[config.mk]
export PLATFORM = sky130hd
export DESIGN_NAME = sseg_digit_scanner
export DESIGN_NICKNAME = d
export VERILOG_FILES = /design/src/rtl/sseg_pkg.sv /design/src/rtl/sseg_slot_timer.sv /design/src/rtl/sseg_digit_scanner.sv
export SDC_FILE = /design/constraint.sdc
export NUM_CORES = 1
export LEC_CHECK = 0
export BUFFER_PORTS_ARGS = -buffer_cell sky130_fd_sc_hd__buf_2
export CORE_MARGIN = 10
export CORE_UTILIZATION = 39
export CTS_BUF_LIST = sky130_fd_sc_hd__clkbuf_2 sky130_fd_sc_hd__clkbuf_4 sky130_fd_sc_hd__clkbuf_8
export DETAILED_ROUTE_END_ITERATION = 8
export SLEW_MARGIN = 20
export SYNTH_ARGS = -nofsm -noshare
export SYNTH_HDL_FRONTEND = slang
export SYNTH_SLANG_ARGS = --single-unit
[constraint.sdc]
create_clock -name clk -period 2.2 [get_ports clk]
set_input_delay 0 -clock clk [delete_from_list [all_inputs] [get_ports clk]]
set_output_delay 0 -clock clk [all_outputs]
set_load 0.01 [all_outputs]
[src/rtl/sseg_pkg.sv]
// Shared types and defaults for the seven-segment digit scanner.
// Latency: n/a (types, constants and elaboration-time helpers only).
// Backpressure: n/a.
package sseg_pkg;

  typedef logic [3:0] nibble_t;

  localparam int SSEG_NUM_DIGITS   = 4;
  localparam int SSEG_PRESCALE     = 1000;
  localparam int SSEG_BLANK_CYCLES = 16;

  // Width of the in-slot cycle counter; at least one bit.
  function automatic int sseg_cnt_width(input int prescale);
    return (prescale > 1) ? $clog2(prescale) : 1;
  endfunction

  // Width of the digit index; a single-digit display still gets one bit.
  function automatic int sseg_idx_width(input int num_digits);
    return (num_digits > 1) ? $clog2(num_digits) : 1;
  endfunction

endpackage

[src/rtl/sseg_slot_timer.sv]
// Slot timer: counts cycles within a digit slot and steps the digit index.
// Latency: outputs decode combinationally from cnt/idx registers.
// Backpressure: none, free-running.
module sseg_slot_timer
  import sseg_pkg::*;
#(
  parameter int NUM_DIGITS   = SSEG_NUM_DIGITS,
  parameter int PRESCALE     = SSEG_PRESCALE,
  parameter int BLANK_CYCLES = SSEG_BLANK_CYCLES,
  parameter int IDX_W        = sseg_idx_width(NUM_DIGITS)
) (
  input  logic             clk,
  input  logic             rst_n,
  output logic [IDX_W-1:0] idx_o,
  output logic             blank_phase_o,
  output logic             frame_end_o
);

  localparam int CNT_W = sseg_cnt_width(PRESCALE);

  logic [CNT_W-1:0] cnt_q, cnt_d;
  logic [IDX_W-1:0] idx_q, idx_d;
  logic             slot_last;
  logic             digit_last;

  assign slot_last  = (cnt_q == CNT_W'(PRESCALE - 1));
  assign digit_last = (idx_q == IDX_W'(NUM_DIGITS - 1));

  // Advance the cycle count; at the end of a slot move on to the next digit.
  always_comb begin
    cnt_d = cnt_q + CNT_W'(1);
    idx_d = idx_q;
    if (slot_last) begin
      cnt_d = '0;
      idx_d = digit_last ? '0 : idx_q + IDX_W'(1);
    end
  end

  // Timer state registers.
  always_ff @(posedge clk or negedge rst_n) begin
    if (!rst_n) begin
      cnt_q <= '0;
      idx_q <= '0;
    end else begin
      cnt_q <= cnt_d;
      idx_q <= idx_d;
    end
  end

  assign idx_o         = idx_q;
  assign blank_phase_o = (int'(cnt_q) < BLANK_CYCLES);
  assign frame_end_o   = slot_last && digit_last;

endmodule

[src/rtl/sseg_digit_scanner.sv]
// Time-multiplexes a multi-digit hex value onto one 7-segment bus with anti-ghost blanking.
// Latency: outputs are combinational from state; an accepted value shows from the next frame (1..NUM_DIGITS*PRESCALE cycles).
// Backpressure: value_ready drops while a value waits in the shadow buffer for the frame boundary.
module sseg_digit_scanner
  import sseg_pkg::*;
#(
  parameter int NUM_DIGITS   = SSEG_NUM_DIGITS,
  parameter int PRESCALE     = SSEG_PRESCALE,
  parameter int BLANK_CYCLES = SSEG_BLANK_CYCLES
) (
  input  logic                    clk,
  input  logic                    rst_n,
  input  logic [4*NUM_DIGITS-1:0] value_in,
  input  logic                    value_valid,
  output logic                    value_ready,
  input  logic                    lz_suppress,
  output logic [3:0]              digit,
  output logic                    digit_en,
  output logic [NUM_DIGITS-1:0]   an_n,
  output logic                    frame_end
);

  localparam int IDX_W = sseg_idx_width(NUM_DIGITS);
  localparam int VAL_W = 4 * NUM_DIGITS;

  logic [IDX_W-1:0]      idx;
  logic                  blank_phase;
  logic [VAL_W-1:0]      disp_q, disp_d;
  logic [VAL_W-1:0]      shadow_q, shadow_d;
  logic                  pending_q, pending_d;
  logic                  accept;
  logic [NUM_DIGITS-1:0] upper_zero;
  logic                  suppressed;

  sseg_slot_timer #(
    .NUM_DIGITS   (NUM_DIGITS),
    .PRESCALE     (PRESCALE),
    .BLANK_CYCLES (BLANK_CYCLES),
    .IDX_W        (IDX_W)
  ) u_timer (
    .clk           (clk),
    .rst_n         (rst_n),
    .idx_o         (idx),
    .blank_phase_o (blank_phase),
    .frame_end_o   (frame_end)
  );

  // Ready is low exactly while the shadow holds an uncommitted value, so accept and commit never collide.
  assign value_ready = ~pending_q;
  assign accept      = value_valid && !pending_q;

  // Capture new values into the shadow; swap into the display only at the frame boundary.
  always_comb begin
    disp_d    = disp_q;
    shadow_d  = shadow_q;
    pending_d = pending_q;
    if (accept) begin
      shadow_d  = value_in;
      pending_d = 1'b1;
    end
    if (frame_end && pending_q) begin
      disp_d    = shadow_q;
      pending_d = 1'b0;
    end
  end

  // Display, shadow and pending registers; reset drops any pending value.
  always_ff @(posedge clk or negedge rst_n) begin
    if (!rst_n) begin
      disp_q    <= '0;
      shadow_q  <= '0;
      pending_q <= 1'b0;
    end else begin
      disp_q    <= disp_d;
      shadow_q  <= shadow_d;
      pending_q <= pending_d;
    end
  end

  // upper_zero[i]: every displayed nibble at position i or above is zero.
  always_comb begin
    upper_zero = '0;
    for (int i = 0; i < NUM_DIGITS; i++) begin
      upper_zero[i] = ((disp_q >> (4 * i)) == '0);
    end
  end

  assign suppressed = lz_suppress && (idx != '0) && upper_zero[idx];
  assign digit      = disp_q[4*int'(idx) +: 4];

  // Light the current anode only after the blanking window and when not a suppressed leading zero.
  always_comb begin
    an_n     = '1;
    digit_en = 1'b0;
    if (!blank_phase && !suppressed) begin
      digit_en  = 1'b1;
      an_n[idx] = 1'b0;
    end
  end

endmodule

Yosys cells after proc, flatten, opt, wreduce, memory -nomap -nowiden
Cells that the tools add are included.
- logic and storage cells: 41
- input bits: 20
- output and inout bits: 11
- flip-flop bits (word level): 45
- bitwise gates (word level): 2
- mux-type cells: 10
- add/sub/neg operators: 2
- equality and inequality tests: 2
- reduce and logical (&&, ||, !) cells: 16
- order comparisons: 3
- shifts and indexed selects: 1
- operators by type and width (kind ; number):
    zero test 16 bit ; 4
    indexed part select 16 x 5 -> 4 bit ; 1
    adder 10 x 1 -> 10 bit, second input constant ; 1
    == test 10 bit, second input constant ; 1
    less-than comparator 10 x 5 -> 1 bit, second input constant ; 1
    2-to-1 mux 10 bit ; 1
    logical AND 1 bit ; 7
    2-to-1 mux 1 bit ; 5
    2-to-1 mux 4 bit ; 1
    NOT 4 bit ; 1
    nonzero test 2 bit ; 2
    zero test 1 bit ; 3
    less-than comparator 2 x 3 -> 1 bit, second input constant ; 1
    adder 2 x 1 -> 2 bit, second input constant ; 1
    binary-select mux 1 bit (select 2 bit) ; 1
    demux 1 bit (select 2 bit) ; 1
    == test 2 bit, second input constant ; 1
    greater-or-equal comparator 2 x 1 -> 1 bit, second input constant ; 1
    2-to-1 mux 2 bit ; 1
    NOT 1 bit ; 1

Depth between registers and ports, before layout
- depth in word-level cells: 7
- mapped depth: 6
- gate-level depth less buffers: 5

Cells and area by module
Synthesis repeated with hierarchy kept, for this count alone.
- cells, all modules: 153
- area total of the unflattened synthesis: 2073.2 um^2
- by module, submodules not included (module ; sequential area each (um^2) ; cells an instance ; instances ; area an instance (um^2)):
    sseg_digit_scanner ; 825.8 ; 94 ; 1 ; 1455.1
    sseg_slot_timer ; 300.3 ; 59 ; 1 ; 618.1

Worst setup path before layout
OpenSTA, ideal clock, no wires.
- path type: reg-to-reg
- start: register u_timer.cnt_q[0]
- end: register disp_q[1]
- clock period less this slack: 1.948 ns
- required time: 2.075 ns
- buffers on the path: 1
- slack: 0.252 ns
- data arrival time: 1.823 ns
- library setup time: 0.125 ns
- cell stages (with the launch flop): 6
- path through: dfrtp_1 > ha_1 > nand4_4 > nor4_4 > buf_6 > mux2_2
- word-level cells in the longest chain between the ends: 3
- RTL lines (element ; line ; text):
    from (decl) ; sseg_slot_timer.sv:21 ; logic [CNT_W-1:0] cnt_q, cnt_d;
    from (signal assigned) ; sseg_slot_timer.sv:45 ; cnt_q <= cnt_d;
    == test 10 bit ; sseg_slot_timer.sv:26 ; assign slot_last = (cnt_q == CNT_W'(PRESCALE - 1));
    logical AND 1 bit ; sseg_slot_timer.sv:52 ; assign frame_end_o = slot_last && digit_last;
    logical AND 1 bit ; sseg_digit_scanner.sv:61 ; if (frame_end && pending_q) begin
    to (signal assigned) ; sseg_digit_scanner.sv:74 ; disp_q <= disp_d;
    to (decl) ; sseg_digit_scanner.sv:28 ; logic [VAL_W-1:0] disp_q, disp_d;
Every way passes these cells.
A chain may end at the register's enable or synchronous reset.

Worst setup path in the final report
- start: register u_timer.idx_q[0], in the netlist u_timer.idx_o[0]
- end: output an_n[3]
- word-level cells in the longest chain between the ends: 6
- elaborated cells between the ends (all ways): 14
- those cells by class: order compare (2); mux (5); bitwise (1); reduce/logical (6)
- RTL lines (element ; line ; text):
    from (decl) ; sseg_slot_timer.sv:22 ; logic [IDX_W-1:0] idx_q, idx_d;
    from (signal assigned) ; sseg_slot_timer.sv:46 ; idx_q <= idx_d;
    less-than comparator 2 x 3 -> 1 bit (not written as such) (tied with other cells) ; sseg_digit_scanner.sv:97 ; an_n[idx] = 1'b0;
    logical AND 1 bit (not written as such) (tied with other cells) ; sseg_digit_scanner.sv:97 ;
    2-to-1 mux 1 bit (not written as such) or logical AND 1 bit (tied branches) ; sseg_digit_scanner.sv:97, sseg_digit_scanner.sv:88 ;
    demux 1 bit (select 2 bit) or zero test 1 bit (tied branches) ; sseg_digit_scanner.sv:97, sseg_digit_scanner.sv:95 ;
    NOT 4 bit (no line) or logical AND 1 bit (tied branches) ; n/a ;
    2-to-1 mux 4 bit * ; sseg_digit_scanner.sv:95 ; if (!blank_phase && !suppressed) begin
    to (decl) ; sseg_digit_scanner.sv:19 ; output logic [NUM_DIGITS-1:0] an_n,
Every way passes the cells marked *; elsewhere a longest branch is shown, timed or not. The select of a mux whose other input is x is not followed.

==> impl_metrics.env <==
export IMPL_clock_latency_ps=300
export IMPL_synth_ff_type="dfrtp_1"
export IMPL_r2r_cells=5
export IMPL_portBuffers=30
export IMPL_slew_headroom_pct=61.8
export IMPL_power_frac_comb_pct=5.8
export IMPL_pwr_share_seq_pct=57.5
export IMPL_syn_area_sq_mm=0.00213
export IMPL_final_area_sq_mm=0.00264
export IMPL_p_int_mw=1.18
export IMPL_die_area_sq_mm=0.00880
export IMPL_min_path_type="in -> async"
export IMPL_hold_violations=0
export IMPL_synth_area_leaders="dfrtp_1 53%, mux2_2 18%, mux4_2 4.2%, ha_1 2.9%, nor4_1 2.1%"
export IMPL_leakage_nw=1.23
export IMPL_tightest_slew_ps=564
export IMPL_switchingPower_uw=346
export IMPL_path_class="reg -> out"
export IMPL_io_pins=31
export IMPL_max_stage_delay_ps=470
export IMPL_critical_path_required_ps=2200
export IMPL_fill_cells=460
export IMPL_numCtsBuffers=5
export IMPL_finalMaxSlewViolations=0
export IMPL_async_flop_share_pct=100
export IMPL_ys_ff_latch=45
export IMPL_power_total_mw=1.53
export IMPL_clk_pin_slew_ps=90
export IMPL_synth_commonest_cells="45 x dfrtp_1, 34 x mux2_2, 8 x nor2_1"
export IMPL_irDropWorstVdd_mv=0.359
export IMPL_drt_iter0_drc=78
export IMPL_cp_startpoint="u_timer.idx_o[0]"
export IMPL_cts_tree="done"
export IMPL_pwr_share_clk_pct=36.6
export IMPL_setup_violations=0
export IMPL_hold_ws_ps=238
export IMPL_switching_share_pct=22.7
export IMPL_die_x_um=93.8
export IMPL_grt_max_degree=46
export IMPL_yosys_cell_count_top_type="dfrtp_1"
export IMPL_maxCapViolCount=0
export IMPL_firstDrtPassIters=4
export IMPL_routed_wl_mm=4.45
export IMPL_grt_pass1_vias=1636
export IMPL_fin_util_pct=50.8
export IMPL_synth_distinct_cells=36
export IMPL_placed_area_sq_mm=0.00235
export IMPL_wl_per_cell_um=15.8
export IMPL_vias_per_cell=5.15
export IMPL_ant_nets=0
export IMPL_crit_chain="inv_1 -> ha_1 -> nor4b_1 -> o311ai_1 -> o211ai_1 -> buf_2"
export IMPL_yosysTopAreaCell="dfrtp_1"
export IMPL_core_area_sq_mm=0.00520
export IMPL_synth_top_cell_area_share_pct=53.0
export IMPL_rows=26
export IMPL_n_antenna_cell=0
export IMPL_path_max_fanout=7
export IMPL_grt_pass1_wl_mm=8.11
export IMPL_track_usage_pct=11.4
export IMPL_clock_skew_ps=11.9
export IMPL_endpoint_kind="primary output"
export IMPL_htreeDepth=2
export IMPL_status="completed"
export IMPL_syn_avg_cell_area_sq_um=13.2
export IMPL_cts_sinks=45
export IMPL_vias=1451
export IMPL_initial_utilization_pct=40.8
export IMPL_power_density_mw_per_mm2=577
export IMPL_gp_congestion=0.790
export IMPL_antenna_found_initial=0
export IMPL_drc=0
export IMPL_ys_warn_count=0
export IMPL_nNetsFinal=236
export IMPL_r2r_start="u_timer.cnt_q[0]"
export IMPL_fp_dieH_um=93.8
export IMPL_timing_fmax_mhz=488
export IMPL_rsz0062_at_grt="yes"
export IMPL_ys_seq_area_share_pct=53.0
export IMPL_drive_gt1_share_pct=40.6
export IMPL_syn_num_nets=186
export IMPL_slowest_stage="dfrtp_1"
export IMPL_grt_overflow=0
export IMPL_start_kind="flop"
export IMPL_syn2layout_area_growth_pct=24.3
export IMPL_syn_inst=161
export IMPL_dp_hpwl_mm=3.36
export IMPL_period_needed_ps=2050
export IMPL_cts_root_buf="clkbuf_8"
export IMPL_ctsLongestPathBuffers=2
export IMPL_timing_final_crit_share_pct=93.2
export IMPL_cp_data_arrival_time_ps=2050
export IMPL_synth_edf_count=0
[sequential cells by signal (all words and copies together) (netlist names)]
register / cells
pending_q: 1
u_timer.cnt_q: 10
u_timer.idx_o: 2
disp_q: 16
shadow_q: 16
[repair_timing]
| action | 4_1_cts | 5_1_grt |
|---|---|---|
| hold buffers | 18 | 0 |
| resized for setup | 1 | 2 |
| setup endpoints to repair | 4 | 5 |
| setup buffers | 0 | 0 |
| endpoints found under the hold margin | 62 | 0 |
[metrics by stage]
| stage | TNS, ps | worst slack [ps] | std cells |
|---|---|---|---|
| global route | -11.9 | -11.9 | 282 |
| CTS | 0 | 19.4 | 282 |
| finish | 0 | 151 | 282 |
| detailed placement | 0 | 279 | 256 |
| global placement | 0 | 336 | 256 |
| floorplan | 0 | 252 | 161 |
[critical path: cells and delay by family (launching register included)]
kind            cells  cell delay (ps)
flops               1              470
simple gates        1              310
fa+ha+maj           1              240
compound gates      2              460
buf+inv             2              270
[path summary, 6_finish.rpt]
| kind | end | slack [ps] |
|---|---|---|
| min in group clk | pending_q | 450 |
| hold reg to reg | u_timer.cnt_q[0] | 490 |
| setup / recovery | an_n[3] | 150 |
| max in group asynchronous | u_timer.idx_o[1] | 1540 |
| setup reg to reg | disp_q[12] | 290 |
| hold / removal | shadow_q[2] | 240 |
[layout by cell type (no fill, tap or decap), drive strengths merged, types with 2 or more instances in the layout]
cell	instances
buf	34
dlygate4sd3	18
nor2	8
xor2	2
nor3	3
nor2b	2
ha	5
o21ai	2
mux2i	2
dfrtp	45
mux4	4
nor4	8
inv	5
o211ai	3
mux2	34
and2	2
clkbuf	6
nand2	6
nand4	4
nand3	5
[cell type report]
class                           count  area [sq um]  share of cell area [%]
Multi-Input combinational cell    103           937                    35.5
Clock inverter                      2          17.5                   0.663
Inverter                            4          15.0                   0.568
Clock buffer                        6          82.6                    3.13
Tap cell                           70          87.6                    3.31
Timing Repair Buffer               52           375                    14.2
Sequential cell                    45          1130                    42.7
[power groups by stage]
stage	clock network, mW	logic (mW)	registers, mW
4_1_cts	0.573	0.0910	0.878
5_1_grt	0.614	0.102	0.883
6_report	0.559	0.0888	0.878
3_3_place_gp	0	0.0623	0.894
3_5_place_dp	0	0.0664	0.895
2_1_floorplan	0	0.0303	0.887
[cell families (layout without fill, tap and decap cells)]
kind of cell,after synthesis,count (layout),synth area share [%]
and+or+nand+nor,42,42,12.0
buffers and inverters,13,64,3.18
xor gates and xnor gates,3,3,1.24
muxes,40,40,23.2
DFF,45,45,53.0
adders and majority gates,5,5,2.94
AOI/OAI and AO/OA,13,13,4.47
[layer usage]
metal | routed length [um] | share of wire, % | vias up | track usage (%)
met3 | 188 | 4.2 | 6 | 3.20
met2 | 2320 | 52 | 30 | 19.5
met1 | 1870 | 42 | 721 | 13.2
met5 | 0 | 0 | - | 0
li1 | - | - | 694 | -
met4 | 68 | 1.5 | 0 | 4.43
Power figures use the tool's default switching activity.
